$ cat config.mk
export PLATFORM = sky130hd
export DESIGN_NAME = logic_reduce_pipe
export DESIGN_NICKNAME = d
export VERILOG_FILES = /design/src/rtl/logic_reduce_pipe.sv
export SDC_FILE = /design/constraint.sdc
export NUM_CORES = 1
export LEC_CHECK = 0
export ABC_AREA = 0
export CORE_MARGIN = 2
export CORE_UTILIZATION = 50
export CTS_BUF_LIST = sky130_fd_sc_hd__clkbuf_4
export DETAILED_ROUTE_END_ITERATION = 8
export PLACE_DENSITY = 0.85
export SLEW_MARGIN = 20
export SYNTH_ARGS = -nofsm -noshare
export SYNTH_HDL_FRONTEND = slang
export SYNTH_SLANG_ARGS = --single-unit
$ cat constraint.sdc
create_clock -name CLK -period 2.7 [get_ports CLK]
set_clock_uncertainty 0.1 [all_clocks]
set_input_delay 0.54 -clock CLK [delete_from_list [all_inputs] [get_ports CLK]]
set_output_delay 0.54 -clock CLK [all_outputs]
set_load 0.05 [all_outputs]
$ cat src/rtl/logic_reduce_pipe.sv
// logic_reduce_pipe
//   Two-stage pipelined bitwise reducer. LANES operands of WIDTH bits are
//   combined with a selectable gate function (AND/NAND/OR/NOR/XOR/XNOR/PASS).
//   Both sides use valid/ready handshakes, and throughput is one transaction
//   per cycle.
//
//   Stage 1 registers A, LANE_MASK and OP.
//   Stage 2 computes the reduction and registers Y, ALL_ONE and ALL_ZERO.
//
// Ports
//   CLK        clock; all state changes on the rising edge
//   RST        synchronous active-high reset
//   A          operand bus; lane i is A[i*WIDTH +: WIDTH]
//   LANE_MASK  1 = lane takes part; 0 = lane is replaced by the op's identity
//   OP         000 AND, 001 NAND, 010 OR, 011 NOR, 100 XOR, 101 XNOR,
//              110 PASS, 111 reserved (gives Y = 0)
//   IN_VALID   A/LANE_MASK/OP valid
//   IN_READY   an input can be accepted this cycle (combinational from OUT_READY)
//   Y          result
//   ALL_ONE    Y is all ones
//   ALL_ZERO   Y is zero
//   OUT_VALID  Y and the flags are valid
//   OUT_READY  downstream accepts Y
//
// Optional feature (macro LOGIC_REDUCE_PIPE_ACC_EN)
//   ACC_CLR    input; clears the accumulator
//   ACC        output; fold of the delivered results by each transaction's OP family
//   ACC_EMPTY  output; no result has been folded since reset or the last clear
module logic_reduce_pipe #(
  parameter int WIDTH = 8,
  parameter int LANES = 4
) (
  input  logic                   CLK,
  input  logic                   RST,
  input  logic [LANES*WIDTH-1:0] A,
  input  logic [LANES-1:0]       LANE_MASK,
  input  logic [2:0]             OP,
  input  logic                   IN_VALID,
  output logic                   IN_READY,
  output logic [WIDTH-1:0]       Y,
  output logic                   ALL_ONE,
  output logic                   ALL_ZERO,
  output logic                   OUT_VALID,
  input  logic                   OUT_READY
`ifdef LOGIC_REDUCE_PIPE_ACC_EN
  ,
  input  logic                   ACC_CLR,
  output logic [WIDTH-1:0]       ACC,
  output logic                   ACC_EMPTY
`endif
);

  localparam logic [2:0] OP_AND  = 3'b000;
  localparam logic [2:0] OP_NAND = 3'b001;
  localparam logic [2:0] OP_OR   = 3'b010;
  localparam logic [2:0] OP_NOR  = 3'b011;
  localparam logic [2:0] OP_XOR  = 3'b100;
  localparam logic [2:0] OP_XNOR = 3'b101;
  localparam logic [2:0] OP_PASS = 3'b110;

  // Stage 1 registers
  logic                   s1_valid_reg;
  logic [LANES*WIDTH-1:0] s1_a_reg;
  logic [LANES-1:0]       s1_mask_reg;
  logic [2:0]             s1_op_reg;

  // Stage 2 registers
  logic                   out_valid_reg;
  logic [WIDTH-1:0]       y_reg;
  logic                   all_one_reg;
  logic                   all_zero_reg;

  logic                   adv1;
  logic                   adv2;
  logic [WIDTH-1:0]       y_next;

  // A stage advances when it is empty or the stage after it is draining.
  assign adv2     = ~out_valid_reg | OUT_READY;
  assign adv1     = ~s1_valid_reg | adv2;
  assign IN_READY = adv1;

  always_ff @(posedge CLK) begin
    if (RST) begin
      s1_valid_reg <= 1'b0;
      s1_a_reg     <= '0;
      s1_mask_reg  <= '0;
      s1_op_reg    <= '0;
    end else if (adv1) begin
      s1_valid_reg <= IN_VALID;
      if (IN_VALID) begin
        s1_a_reg    <= A;
        s1_mask_reg <= LANE_MASK;
        s1_op_reg   <= OP;
      end
    end
  end

  // Per-lane operands with the identity value substituted for masked lanes:
  // all ones for the AND family, zero for the OR/XOR families and PASS.
  logic [WIDTH-1:0] lane_ones[LANES];
  logic [WIDTH-1:0] lane_zero[LANES];

  for (genvar gi = 0; gi < LANES; gi++) begin : g_lane
    assign lane_ones[gi] = s1_mask_reg[gi] ? s1_a_reg[gi*WIDTH +: WIDTH] : {WIDTH{1'b1}};
    assign lane_zero[gi] = s1_mask_reg[gi] ? s1_a_reg[gi*WIDTH +: WIDTH] : {WIDTH{1'b0}};
  end

  logic [WIDTH-1:0] and_red;
  logic [WIDTH-1:0] or_red;
  logic [WIDTH-1:0] xor_red;
  logic [WIDTH-1:0] pass_val;

  always_comb begin
    and_red  = {WIDTH{1'b1}};
    or_red   = {WIDTH{1'b0}};
    xor_red  = {WIDTH{1'b0}};
    pass_val = {WIDTH{1'b0}};
    for (int i = 0; i < LANES; i++) begin
      and_red = and_red & lane_ones[i];
      or_red  = or_red  | lane_zero[i];
      xor_red = xor_red ^ lane_zero[i];
    end
    // Walk from the top so the lowest-index unmasked lane wins.
    for (int i = LANES - 1; i >= 0; i--) begin
      if (s1_mask_reg[i]) begin
        pass_val = lane_zero[i];
      end
    end
  end

  always_comb begin
    y_next = {WIDTH{1'b0}};
    case (s1_op_reg)
      OP_AND:  y_next = and_red;
      OP_NAND: y_next = ~and_red;
      OP_OR:   y_next = or_red;
      OP_NOR:  y_next = ~or_red;
      OP_XOR:  y_next = xor_red;
      OP_XNOR: y_next = ~xor_red;
      OP_PASS: y_next = pass_val;
      default: y_next = {WIDTH{1'b0}};
    endcase
  end

  // The flags are registered from the same value as Y, so they always match it.
  always_ff @(posedge CLK) begin
    if (RST) begin
      out_valid_reg <= 1'b0;
      y_reg         <= '0;
      all_one_reg   <= 1'b0;
      all_zero_reg  <= 1'b1;
    end else if (adv2) begin
      out_valid_reg <= s1_valid_reg;
      if (s1_valid_reg) begin
        y_reg        <= y_next;
        all_one_reg  <= &y_next;
        all_zero_reg <= ~|y_next;
      end
    end
  end

  assign Y         = y_reg;
  assign ALL_ONE   = all_one_reg;
  assign ALL_ZERO  = all_zero_reg;
  assign OUT_VALID = out_valid_reg;

`ifdef LOGIC_REDUCE_PIPE_ACC_EN
  // The accumulator folds by the OP of the transaction being delivered, so
  // stage 2 keeps that OP alongside Y.
  logic [2:0]       s2_op_reg;
  logic [WIDTH-1:0] acc_reg;
  logic             acc_empty_reg;
  logic [WIDTH-1:0] acc_fold;
  logic             out_fire;

  assign out_fire = out_valid_reg & OUT_READY;

  always_ff @(posedge CLK) begin
    if (RST) begin
      s2_op_reg <= '0;
    end else if (adv2 && s1_valid_reg) begin
      s2_op_reg <= s1_op_reg;
    end
  end

  always_comb begin
    acc_fold = y_reg;
    case (s2_op_reg)
      OP_AND, OP_NAND: acc_fold = acc_reg & y_reg;
      OP_OR,  OP_NOR:  acc_fold = acc_reg | y_reg;
      OP_XOR, OP_XNOR: acc_fold = acc_reg ^ y_reg;
      default:         acc_fold = y_reg;
    endcase
  end

  // A clear in the same cycle as a delivery restarts the fold from that result.
  always_ff @(posedge CLK) begin
    if (RST) begin
      acc_reg       <= '0;
      acc_empty_reg <= 1'b1;
    end else if (out_fire) begin
      acc_reg       <= (ACC_CLR || acc_empty_reg) ? y_reg : acc_fold;
      acc_empty_reg <= 1'b0;
    end else if (ACC_CLR) begin
      acc_reg       <= '0;
      acc_empty_reg <= 1'b1;
    end
  end

  assign ACC       = acc_reg;
  assign ACC_EMPTY = acc_empty_reg;
`endif

endmodule

==> results_dict.tcl, run 1 <==
set metrics [dict create \
    drive_gt1_frac 0.0725 \
    cts.root.buffer_cell "clkbuf_4" \
    synth_edf_count 0 \
    r2r_start "s1_mask_reg[0]" \
    yosys_warnings 0 \
    yosys.area.top_type "dfxtp_1" \
    ant_nets 0 \
    viasPerCell 5.55 \
    rows 29 \
    largest_register_ffs 32 \
    cts_setup_buffers 0 \
    postLayoutCellArea_mm2 0.00387 \
    crit_cells 8 \
    crit_arrival_ps 2640 \
    yosys-top-cells-area "dfxtp_1, nand2_1, a21oi_1" \
    finalCoreUtilization 0.617 \
    switching_power_mw 0.520 \
    pwr-share-comb 0.257 \
    clock.fmax_ghz 0.414 \
    end_kind "flop" \
    min_period_over_period 0.895 \
    power_frac_clock 0.252 \
    p_per_area_mw_per_mm2 447 \
    ctsHoldBuffers 0 \
    max_stage_delay_ps 450 \
    setup_viol 0 \
    synth_flop_cell "dfxtp_1" \
    swShare 0.300 \
    worstHoldPathType "reg2reg" \
    core_mm2 0.00628 \
    crit_start "s1_mask_reg[0]" \
    dp_hpwl_um 6150 \
    htree_levels 2 \
    rsz0062_at_grt "no" \
    nNetsFinal 520 \
    final_cell_mix "nand2_1, a21oi_1, clkdlybuf4s50_1" \
    fin_setup_tns_ps 0 \
    antenna_found_initial 0 \
    grt_pass1_vias 2801 \
    period_needed_ps 2420 \
    gp_congestion 0.982 \
    endpoint "ALL_ONE" \
    syn_area_mm2 0.00320 \
    cts_tree "yes" \
    drc 0 \
    path_max_fanout 6 \
    first_pass_iters 4 \
    crit_family "compound AO/OA/AOI/OAI gates" \
    ys_seq_area_frac 0.319 \
    internal_power_mw 1.21 \
    timing_hold_violations_final 0 \
    initial_utilization 0.509 \
    clk_pin_slew_ps 150 \
    dieArea_mm2 0.00705 \
    avgSynthCellArea_um2 7.58 \
    max-cap-violations 0 \
    postSynthCellCount 422 \
    vias 3028 \
    cp.required_ps 2930 \
    max-vdd-ir-drop_mv 0.347 \
    wl_um 7830 \
    clock_sinks 51 \
    synth_top_area_frac 0.319 \
    ioPinCount 55 \
    r2r_cells 8 \
    cts_inserted_buffers 5 \
    grt_overflow 0 \
    worst_path_max_delay_cell "dfxtp_1" \
    reg2reg_slack_ps 280 \
    drt_iter0_drc 148 \
    area_delta_synth_final_pct 21.2 \
    synth.distinct_cells 50 \
    final_common_cell "nand2_1" \
    clockBufferDepth 2 \
    wl_per_cell_um 14.3 \
    track_usage 0.227 \
    io_buffers 54 \
    p_leak_nw 1.50 \
    cts_resized 0 \
    postPlaceCellArea_mm2 0.00380 \
    grt_max_degree 40 \
    status "finished clean" \
    path_class "reg2reg" \
    crit_buf_inv 0 \
    crit_chain "nand2_1 -> ha_1 -> xnor3_1 -> mux2i_1 -> xnor2_1 -> o211a_1 -> nor4_1 -> a31o_1" \
    syn_nets 473 \
    async_flop_share 0 \
    pwr-share-seq 0.491 \
    final_max_slew_viol_count 0 \
    fp.dieH_um 84.0 \
    fp.dieW_um 84.0 \
    synth_seq_cells 51 \
    r2r-end "ALL_ONE" \
    antennaDiodeCount 0 \
    insertion_delay_ps 360 \
    grt_pass1_wl_um 13100 \
    max_slew_margin 0.585 \
    tightest_slew_ps 617 \
    worst_setup_path_start_kind "flop" \
]
==> worst min-delay path by stage <==
stage | cells past startpoint | to | startpoint
after global routing | 2 | Y[2] | Y[2]
final | 2 | Y[2] | Y[2]
after global placement | 2 | Y[2] | Y[2]
after detailed placement | 2 | Y[2] | Y[2]
after CTS | 2 | Y[2] | Y[2]
after floorplan | 2 | s1_a_reg[11] | s1_a_reg[11]
==> routing by layer <==
layer | track usage | up-vias | part of all wire
li1 | - | 1537 | -
met3 | 0.0406 | 17 | 0.052
met4 | 0.0850 | 0 | 0.025
met2 | 0.383 | 81 | 0.48
met1 | 0.289 | 1393 | 0.45
met5 | 0 | - | 0
==> worst register-to-register path, delay by kind of cell, from the launching register on <==
kind | cells | cell delay [ps]
xor+xnor | 2 | 460
flops | 1 | 450
compound gates | 2 | 460
simple gates | 2 | 450
fa+ha+maj | 1 | 290
mux | 1 | 190
==> cell type report <==
| cell class | instances | area [µm²] |
|---|---|---|
| multi-input combinational | 336 | 2010 |
| clock inverter | 1 | 30.0 |
| inverter | 5 | 18.8 |
| tap | 77 | 96.3 |
| clock buffer | 6 | 45.0 |
| sequential | 51 | 1020 |
| fill | 572 | 2400 |
| timing repair buffer | 70 | 658 |
==> stage by stage <==
step                worst slack [ps]  instances  power, mW  hold WS [ps]
finish                           284        546       1.73           374
global route                     130        546       1.81           413
CTS                              284        546       1.74           377
detailed placement               309        539       1.31           356
global placement                 361        539       1.30           349
floorplan                       56.5        422       1.15           344
==> cell usage after synthesis, types with 2 or more instances <==
cell type,instances
nand3b_1,4
o211ai_1,2
nor2_1,22
a21oi_1,55
nor4_1,3
and3_1,2
nor3_1,5
mux2i_1,9
nor2b_1,24
a22oi_1,3
nand3_1,5
xor2_1,3
o211a_1,2
inv_1,4
buf_6,3
nor4_2,2
a211oi_1,9
nand2_1,114
and4b_1,5
nand4_1,2
xnor2_1,9
and2_1,3
dfxtp_1,51
nand4b_1,2
nor3b_1,3
buf_4,2
nand2b_1,11
xnor3_1,4
nand2_4,2
buf_2,7
ha_1,8
a2111oi_2,2
o2111ai_1,2
clkbuf_1,17
o22ai_1,3
o21ai_0,2
o21ai_1,2
a2bb2oi_1,2
==> power by group through the flow <==
stage	clock, mW	combinational [mW]	sequential, mW
after global placement	0	0.437	0.865
after floorplan	0	0.274	0.880
after detailed placement	0	0.444	0.867
final	0.436	0.446	0.850
after CTS	0.442	0.446	0.850
after global routing	0.469	0.485	0.857
==> cell families after synthesis <==
kind of cell / after synthesis / share of synthesized area
flip-flops: 51 / 0.319
buffers and inverters: 35 / 0.0532
adder cells (fa/ha/maj): 8 / 0.0313
multiplexers: 9 / 0.0282
AND/OR/NAND/NOR: 213 / 0.327
AO/OA/AOI/OAI: 90 / 0.180
XOR/XNOR: 16 / 0.0611
(Power assumes the default switching activity.)
==> run 2, diff against run 1 <==
--- a/config.mk
+++ b/config.mk
@@ -11,6 +11,7 @@
 export CTS_BUF_LIST = sky130_fd_sc_hd__clkbuf_4
 export DETAILED_ROUTE_END_ITERATION = 8
 export PLACE_DENSITY = 0.85
+export SKIP_CTS_REPAIR_TIMING = 1
 export SLEW_MARGIN = 20
 export SYNTH_ARGS = -nofsm -noshare
 export SYNTH_HDL_FRONTEND = slang
==> constraint.sdc (replaced) <==
create_clock -name CLK -period 2.12 [get_ports CLK]
set_clock_uncertainty 0.1 [all_clocks]
set_input_delay 0.212 -clock CLK [delete_from_list [all_inputs] [get_ports CLK]]
set_output_delay 0.212 -clock CLK [all_outputs]
set_load 0.05 [all_outputs]
==> results_dict.tcl, run 2 (same netlist as run 1, synthesis figures left out) <==
set metrics [dict create \
    status "complete, but fails checks" \
    violations "negative setup slack" \
    endpoint "ALL_ZERO" \
    pwr-share-comb 0.319 \
    final_cell_mix "nand2_1, buf_4, a21oi_1" \
    area_delta_synth_final_pct 44.7 \
    power_frac_clock 0.243 \
    clk_pin_slew_ps 170 \
    path_class "reg2reg" \
    reg2reg_slack_ps -130 \
    vias 3436 \
    io_buffers 54 \
    max-cap-violations 0 \
    ant_nets 0 \
    tightest_slew_ps 1200 \
    grt_overflow 0 \
    cts.root.buffer_cell "clkbuf_4" \
    worst_path_max_delay_cell "dfxtp_4" \
    gp_congestion 0.956 \
    insertion_delay_ps 380 \
    setup_viol 3 \
    r2r-end "ALL_ZERO" \
    rsz0062_at_grt "yes" \
    max-vdd-ir-drop_mv 0.401 \
    internal_power_mw 1.67 \
    crit_arrival_ps 2460 \
    largest_register_ffs 32 \
    drt_iter0_drc 259 \
    clock.fmax_ghz 0.444 \
    antennaDiodeCount 0 \
    timing_hold_violations_final 0 \
    rows 29 \
    r2r_start "s1_mask_reg[0]" \
    fin_ws_ps -134 \
    swShare 0.320 \
    grt_pass1_wl_um 15400 \
    wl_um 9910 \
    crit_family "compound AO/OA/AOI/OAI gates" \
    clock_sinks 51 \
    final_cells 602 \
    grt_max_degree 40 \
    fillers 484 \
    switching_power_mw 0.787 \
    nNetsFinal 575 \
    holdWs_ps 250 \
    cp.required_ps 2320 \
    wl_per_cell_um 16.5 \
    period_needed_ps 2250 \
    final_common_cell "nand2_1" \
    htree_levels 2 \
    drc 0 \
    path_max_fanout 5 \
    max_slew_margin 0.198 \
    r2r_cells 9 \
    ioPinCount 55 \
    crit_buf_inv 1 \
    cts_inserted_buffers 5 \
    dp_hpwl_um 7180 \
    fp.dieW_um 84.0 \
    min_period_over_period 1.06 \
    track_usage 0.268 \
    end_kind "flop" \
    p_per_area_mw_per_mm2 532 \
    placed_cells 586 \
    viasPerCell 5.71 \
    p_leak_nw 1.88 \
    crit_cells 9 \
    initial_utilization 0.509 \
    fp.dieH_um 84.0 \
    core_mm2 0.00628 \
    dieArea_mm2 0.00705 \
    crit_chain "buf_6 -> nand2_4 -> ha_4 -> xnor3_1 -> mux2i_2 -> xnor2_1 -> o211a_1 -> nor4bb_4 -> a221o_1" \
    clockBufferDepth 2 \
    first_pass_iters 5 \
    max_stage_delay_ps 410 \
    cts_tree "yes" \
    antenna_found_initial 0 \
    drive_gt1_frac 0.250 \
    worstHoldPathType "in2reg" \
    final_max_slew_viol_count 0 \
    grt_pass1_vias 3315 \
    crit_start "s1_mask_reg[0]" \
    pwr-share-seq 0.438 \
    worst_setup_path_start_kind "flop" \
]
run 2: cell types whose count changed in the layout (fill, tap and decap cells not counted), sizes merged:
| cell | previous run | this run |
|---|---|---|
| buf | 17 | 71 |
| clkinvlp | 0 | 1 |
| inv | 5 | 6 |
run 2: metal layers:
metal / track usage / up-vias / part of all wire
li1: - / 1644 / -
met1: 0.340 / 1646 / 0.42
met2: 0.463 / 121 / 0.49
met3: 0.0346 / 25 / 0.052
met4: 0.103 / 0 / 0.037
met5: 0 / - / 0
run 2: power groups by stage:
| stage | clock network (mW) | registers [mW] | logic [mW] |
|---|---|---|---|
| after global placement | 0 | 1.10 | 0.670 |
| after floorplan | 0 | 1.12 | 0.361 |
| after global routing | 0.636 | 1.08 | 0.842 |
| after detailed placement | 0 | 1.10 | 0.685 |
| after CTS | 0.602 | 1.08 | 0.687 |
| final | 0.596 | 1.08 | 0.785 |
run 2: worst min path at each step:
stage	start	endpoint	cells after the start
final	A[23]	s1_a_reg[23]	3
after global routing	A[23]	s1_a_reg[23]	3
after CTS	LANE_MASK[1]	s1_mask_reg[1]	3
after detailed placement	Y[2]	Y[2]	2
after global placement	Y[2]	Y[2]	2
after floorplan	IN_VALID	s1_valid_reg	2
run 2: final cells by class:
| class | count | area, µm² | share of cell area |
|---|---|---|---|
| repair buffers | 125 | 1110 | 0.241 |
| inverters | 5 | 18.8 | 0.00406 |
| well taps | 77 | 96.3 | 0.0208 |
| clock buffers | 5 | 37.5 | 0.00812 |
| flip-flops and latches | 51 | 1030 | 0.224 |
| clock inverters | 3 | 46.3 | 0.0100 |
| multi-input cells | 336 | 2280 | 0.493 |
run 2: tightest hold or removal path, cell delays in order:
cell	delay, ps
clkdlybuf4s50_1	400
nand2_1	60
a21oi_1	50
run 2: through the flow:
step / setup slack, ps / power (mW) / area [µm²] / TNS [ps] / util
3_5_place_dp: -279 / 1.79 / 4260 / -1090 / 0.678
6_report: -134 / 2.46 / 4620 / -258 / 0.737
5_1_grt: -194 / 2.56 / 4620 / -569 / 0.737
4_1_cts: -296 / 2.37 / 4340 / -1410 / 0.691
2_1_floorplan: -113 / 1.48 / 3310 / -194 / -
3_3_place_gp: -163 / 1.77 / 4260 / -445 / 0.678
==> run 3, diff against run 2 <==
--- a/config.mk
+++ b/config.mk
@@ -11,6 +11,7 @@
 export CTS_BUF_LIST = sky130_fd_sc_hd__clkbuf_4
 export DETAILED_ROUTE_END_ITERATION = 8
 export PLACE_DENSITY = 0.85
+export REMOVE_ABC_BUFFERS = 1
 export SKIP_CTS_REPAIR_TIMING = 1
 export SLEW_MARGIN = 20
 export SYNTH_ARGS = -nofsm -noshare
==> results_dict.tcl, run 3 (same netlist as run 1, synthesis figures left out) <==
set metrics [dict create \
    min_period_over_period 1.08 \
    viasPerCell 5.85 \
    worstHoldStart "A[31]" \
    max-vdd-ir-drop_mv 0.366 \
    placed_cells 575 \
    internal_power_mw 1.55 \
    htree_levels 2 \
    grt_max_degree 40 \
    power_frac_clock 0.191 \
    fin_ws_ps -169 \
    p_per_area_mw_per_mm2 504 \
    grt_pass1_wl_um 13400 \
    max-cap-violations 0 \
    crit_chain "buf_6 -> clkbuf_16 -> nor2b_2 -> a2111oi_4 -> mux2i_1 -> and3_4 -> nor4_2 -> and2_1 -> a31o_1" \
    core_mm2 0.00628 \
    ioPinCount 55 \
    gp_congestion 0.929 \
    cts_inserted_buffers 5 \
    multi_input_area_mm2 0.00229 \
    antennaDiodeCount 0 \
    insertion_delay_ps 380 \
    r2r-end "ALL_ONE" \
    timing_hold_violations_final 0 \
    antenna_found_initial 0 \
    p_leak_nw 1.83 \
    area_delta_synth_final_pct 44.7 \
    dieArea_mm2 0.00705 \
    initial_utilization 0.509 \
    postLayoutCellArea_mm2 0.00463 \
    crit_family "simple AND/OR/NAND/NOR gates" \
    r2r_start "s1_mask_reg[1]" \
    dp_worst_setup_slack_ps -238 \
    drive_gt1_frac 0.240 \
    crit_arrival_ps 2480 \
    violations "negative setup slack" \
    reg2reg_slack_ps -170 \
    nNetsFinal 570 \
    fp.dieW_um 84.0 \
    status "complete, but fails checks" \
    path_max_fanout 5 \
    max_stage_delay_ps 400 \
    cts.root.buffer_cell "clkbuf_4" \
    fin_setup_tns_ps -464 \
    cts_tree "yes" \
    pwr-share-seq 0.462 \
    period_needed_ps 2290 \
    clock.fmax_ghz 0.437 \
    fillers 454 \
    worst_setup_path_start_kind "flop" \
    first_pass_iters 5 \
    setup_viol 6 \
    pwr-share-comb 0.347 \
    clk_pin_slew_ps 160 \
    largest_register_ffs 32 \
    clockBufferDepth 2 \
    postPlaceCellArea_mm2 0.00411 \
    total_power_mw 2.33 \
    worst_path_max_delay_cell "dfxtp_4" \
    grt_pass1_vias 2953 \
    track_usage 0.229 \
    path_class "reg2reg" \
    dp_hpwl_um 6120 \
    vias 3493 \
    final_cell_mix "nand2_1, buf_4, a21oi_1" \
    swShare 0.333 \
    max_slew_margin 0.242 \
    register_area_mm2 0.00103 \
    final_max_slew_viol_count 0 \
    final_common_cell "nand2_1" \
    wl_um 9850 \
    grt_overflow 0 \
    end_kind "flop" \
    drt_iter0_drc 312 \
    tightest_slew_ps 1140 \
    cp.required_ps 2310 \
    fp.dieH_um 84.0 \
    switching_power_mw 0.776 \
    clock_sinks 51 \
    hold_end "s1_a_reg[31]" \
    rsz0062_at_grt "yes" \
    r2r_cells 9 \
    ant_nets 0 \
    drc 0 \
    final_cells 597 \
    crit_buf_inv 2 \
    io_buffers 54 \
    wl_per_cell_um 16.5 \
    whs_path_depth 3 \
    rows 29 \
    worstHoldPathType "in2reg" \
]
==> run 3: cell count changes in the layout (fill, tap and decap cells not counted), sizes merged <==
cell / previous run / this run
buf: 71 / 65
bufinv: 1 / 0
clkbuf: 6 / 7
clkinv: 0 / 2
inv: 6 / 5
==> run 3: cell type report <==
| type | instances | share of cell area |
|---|---|---|
| inverter | 5 | 0.00406 |
| tap | 77 | 0.0208 |
| clock inverter | 3 | 0.00324 |
| clock buffer | 5 | 0.00811 |
| multi-input combinational | 336 | 0.495 |
| sequential | 51 | 0.223 |
| timing repair buffer | 120 | 0.246 |
==> run 3: tightest hold or removal path: cells and delay by family <==
family                 cells  cell delay, ps
AO/OA/AOI/OAI              1              50
AND/OR/NAND/NOR            1              50
buffers and inverters      1             390
==> run 3: worst max-delay path by stage <==
| stage | start | end | slack [ps] | depth (start not counted) |
|---|---|---|---|---|
| final | s1_mask_reg[1] | ALL_ONE | -170 | 9 |
| after global routing | s1_mask_reg[1] | ALL_ONE | -220 | 9 |
| after CTS | s1_mask_reg[0] | ALL_ZERO | -290 | 10 |
| after detailed placement | s1_mask_reg[1] | ALL_ONE | -240 | 10 |
| after global placement | s1_mask_reg[0] | ALL_ZERO | -140 | 8 |
| after floorplan | s1_mask_reg[1] | ALL_ZERO | -380 | 8 |
==> run 3: layer usage <==
layer	track usage	share of wire	routed length (µm)
met4	0.0557	0.036	356
met2	0.397	0.50	4960
met3	0.0455	0.076	744
met5	0	0	0
met1	0.291	0.38	3790
==> run 3: power groups by stage <==
| stage | Combinational [mW] | Sequential [mW] | Clock, mW |
|---|---|---|---|
| finish | 0.809 | 1.08 | 0.445 |
| global route | 0.857 | 1.08 | 0.486 |
| CTS | 0.662 | 1.07 | 0.444 |
| detailed placement | 0.660 | 1.09 | 0 |
| global placement | 0.643 | 1.09 | 0 |
| floorplan | 0.289 | 1.15 | 0 |
==> run 3: through the flow <==
step                hold slack, ps   util
floorplan                      181      -
global placement               349  0.654
detailed placement             365  0.654
CTS                            261  0.663
global route                   252  0.737
finish                         258  0.737
==> RTL change (config.mk and constraints of run 2) <==
Change the parameter `LANES` from 4 to 8.
--- a/src/rtl/logic_reduce_pipe.sv
+++ b/src/rtl/logic_reduce_pipe.sv
@@ -28,7 +28,7 @@
 //   ACC_EMPTY  output; no result has been folded since reset or the last clear
 module logic_reduce_pipe #(
   parameter int WIDTH = 8,
-  parameter int LANES = 4
+  parameter int LANES = 8
 ) (
   input  logic                   CLK,
   input  logic                   RST,
Interface: changed (resized A and LANE_MASK); port bits go from 55 to 91. The function was not compared with the original's and may differ.
==> RTL change against run 2 <==
- the flow still finishes with violations (setup timing)
- synthesized area is 71% higher
- worst hold slack lost 0.099 ns
- synthesized cell count is 74% higher
- final area up 66%
- combinational power is 69% higher
- worst setup slack worse by 0.19 ns
- wire length is 110% higher
- non-clock buffer count increased by 98
- power increased by 65%
- sequential cell count grew 36
- critical path type unchanged
==> RTL change: results (changes against run 2) <==
| Metric | Value |
|---|---|
| Status | finished with violations |
| Failing checks | setup timing |
| Area contributors post-synth | dfxtp_1 32%, nand2_1 15%, a21oi_1 8.1%, xnor2_1 6.1%, xnor3_1 3.3% |
| Clk pin slew, worst setup/hold paths | 0.14 ns (-0.03 ns) |
| Syn avg cell area | 7.45 um^2 (-1.6%) |
| Synth unique cells | 64 (+28%) |
| Number of diodes | 0 (unchanged) |
| CTS root buf | clkbuf_4 |
| Routed WL per cell | 19.9 um (+21%) |
| Top FF cell, synth | dfxtp_1 |
| Vias in the first global route | 5869 (+77%) |
| Leak | 3.08 nW (+64%) |
| Setup TNS | -2.22 ns (-1.97 ns) |
| Fill count | 873 (+80%) |
| CTS buffer count | 9 (+4) |
| Critical Path Slowest Stage Cell | dfxtp_4 |
| Max FFs per register | 64 (+100%) |
| Largest net degree at the start of global routing | 76 (+90%) |
| H-tree Lvls | 3 (+1) |
| Port buffer count | 90 (+67%) |
| Net count reported at finish | 1001 (+74%) |
| Fraction of registers with async set/reset | 0% (unchanged) |
| Post-synth net total | 821 (+74%) |
| First-pass GRT wire length | 31.1 mm (+100%) |
| Drt initial violations | 407 (+57%) |
| Gr usage total | 35.7% (+8.9 points) |
| Slew @ Worst Pin | 1.10 ns (-0.104 ns) |
| Final RePlAce weighted congestion | 1.00 (+4.9%) |
| Most frequent cells after synthesis | 220 x nand2_1, 89 x a21oi_1, 87 x dfxtp_1 |
| Fraction of layout cells with a size suffix above 1 | 21.8% (-3.2 points) |
| Post-DR vias/cell | 5.79 (+1.5%) |
| DP HPWL | 16.1 mm (+120%) |
| CP delay by family, top | XOR/XNOR gates |
| Setup violators final | 10 (+7) |
| CP max FO | 7 (+2) |
| Setup ws final | -0.321 ns (-0.188 ns) |
| Hold WC Path Type | in2reg |
| Maximum buffer depth of the clock tree | 2 (unchanged) |
| Max IR drop VDD | 0.428 mV (+6.6%) |
| WP data arrival | 2.75 ns (+0.29 ns) |
| Ys Warns | 0 (unchanged) |
| Seq/Total Area, Yosys | 31.8% (-0.11 points) |
| Worst-Skew Late Latency | 0.48 ns (+0.10 ns) |
| Critical Path Max Stage Delay | 0.43 ns (+0.02 ns) |
| Final Non-Filler Cells | 1058 (+76%) |
| Initial antenna violation count | 0 (unchanged) |
| Pre-Repair DR Iteration Count | 5 (unchanged) |
## RTL change: changes by cell type after synthesis, moves of 7 or more
cell      change
clkbuf_1     +16
nand4_1       +8
a21oi_1      +34
o22ai_1       +8
xnor2_1      +29
dfxtp_1      +36
nand2_1     +106
xor2_1        +8
a222oi_1      +7
buf_2         +7
## RTL change: layout make-up
class                      count  area, um^2  area share (%)
inverter                      11        41.3           0.537
tap                          140         175            2.28
sequential                    87        1760            22.8
clock inverter                 5        33.8           0.439
clock buffer                  10        75.1           0.976
multi-input combinational    582        3630            47.2
timing repair buffer         223        1980            25.7
## RTL change: power by group
group          switching (W)  internal (W)  total, W
Clock               0.000631      0.000251  0.000882
Sequential          0.000110       0.00173   0.00184
Combinational       0.000658      0.000671   0.00133
## RTL change: path summary, 6_finish.rpt
kind | cells after the start | endpoint | slack [ns] | startpoint
worst max-delay path | 10 | ALL_ZERO | -0.32 | s1_mask_reg[0]
worst max register to register | 10 | ALL_ZERO | -0.32 | s1_mask_reg[0]
worst min register to register | 2 | s1_a_reg[1] | 0.39 | s1_a_reg[1]
worst min-delay path | 5 | ALL_ONE | 0.15 | RST
## RTL change: routing by layer
layer | track usage, % | share of wire [%] | vias to the layer above
met4 | 19.4 | 5.1 | 0
met1 | 42.3 | 40 | 2891
met5 | 0 | 0 | -
met3 | 5.50 | 6.1 | 69
met2 | 61.9 | 49 | 275
li1 | - | - | 2893
## RTL change: worst register-to-register path, stage by stage (launching register included)
cell,delay (ns)
dfxtp_4,0.43
buf_6,0.12
nand2_4,0.05
ha_4,0.27
xor2_2,0.15
xnor3_1,0.25
xnor3_1,0.23
a21oi_2,0.06
a211oi_2,0.34
nand4_1,0.17
o31ai_2,0.20
## RTL change: per-stage QoR
stage          instance area, um^2  setup slack, ns  total power (W)
3_3_place_gp                  7370           -0.342          0.00309
4_1_cts                       7480           -0.427          0.00398
3_5_place_dp                  7370           -0.384          0.00311
6_report                      7690           -0.321          0.00405
5_1_grt                       7690           -0.425          0.00423
2_1_floorplan                 5570           -0.309          0.00252
## RTL change: cell families (layout without fill, tap and decap cells)
logic type	count (synthesis)	after routing	synth area share [%]
simple gates	345	345	29.7
flops	87	87	31.8
compound gates	169	169	20.1
xor+xnor	57	57	11.1
mux	3	3	0.549
buf+inv	65	249	4.92
fa+ha+maj	8	8	1.83
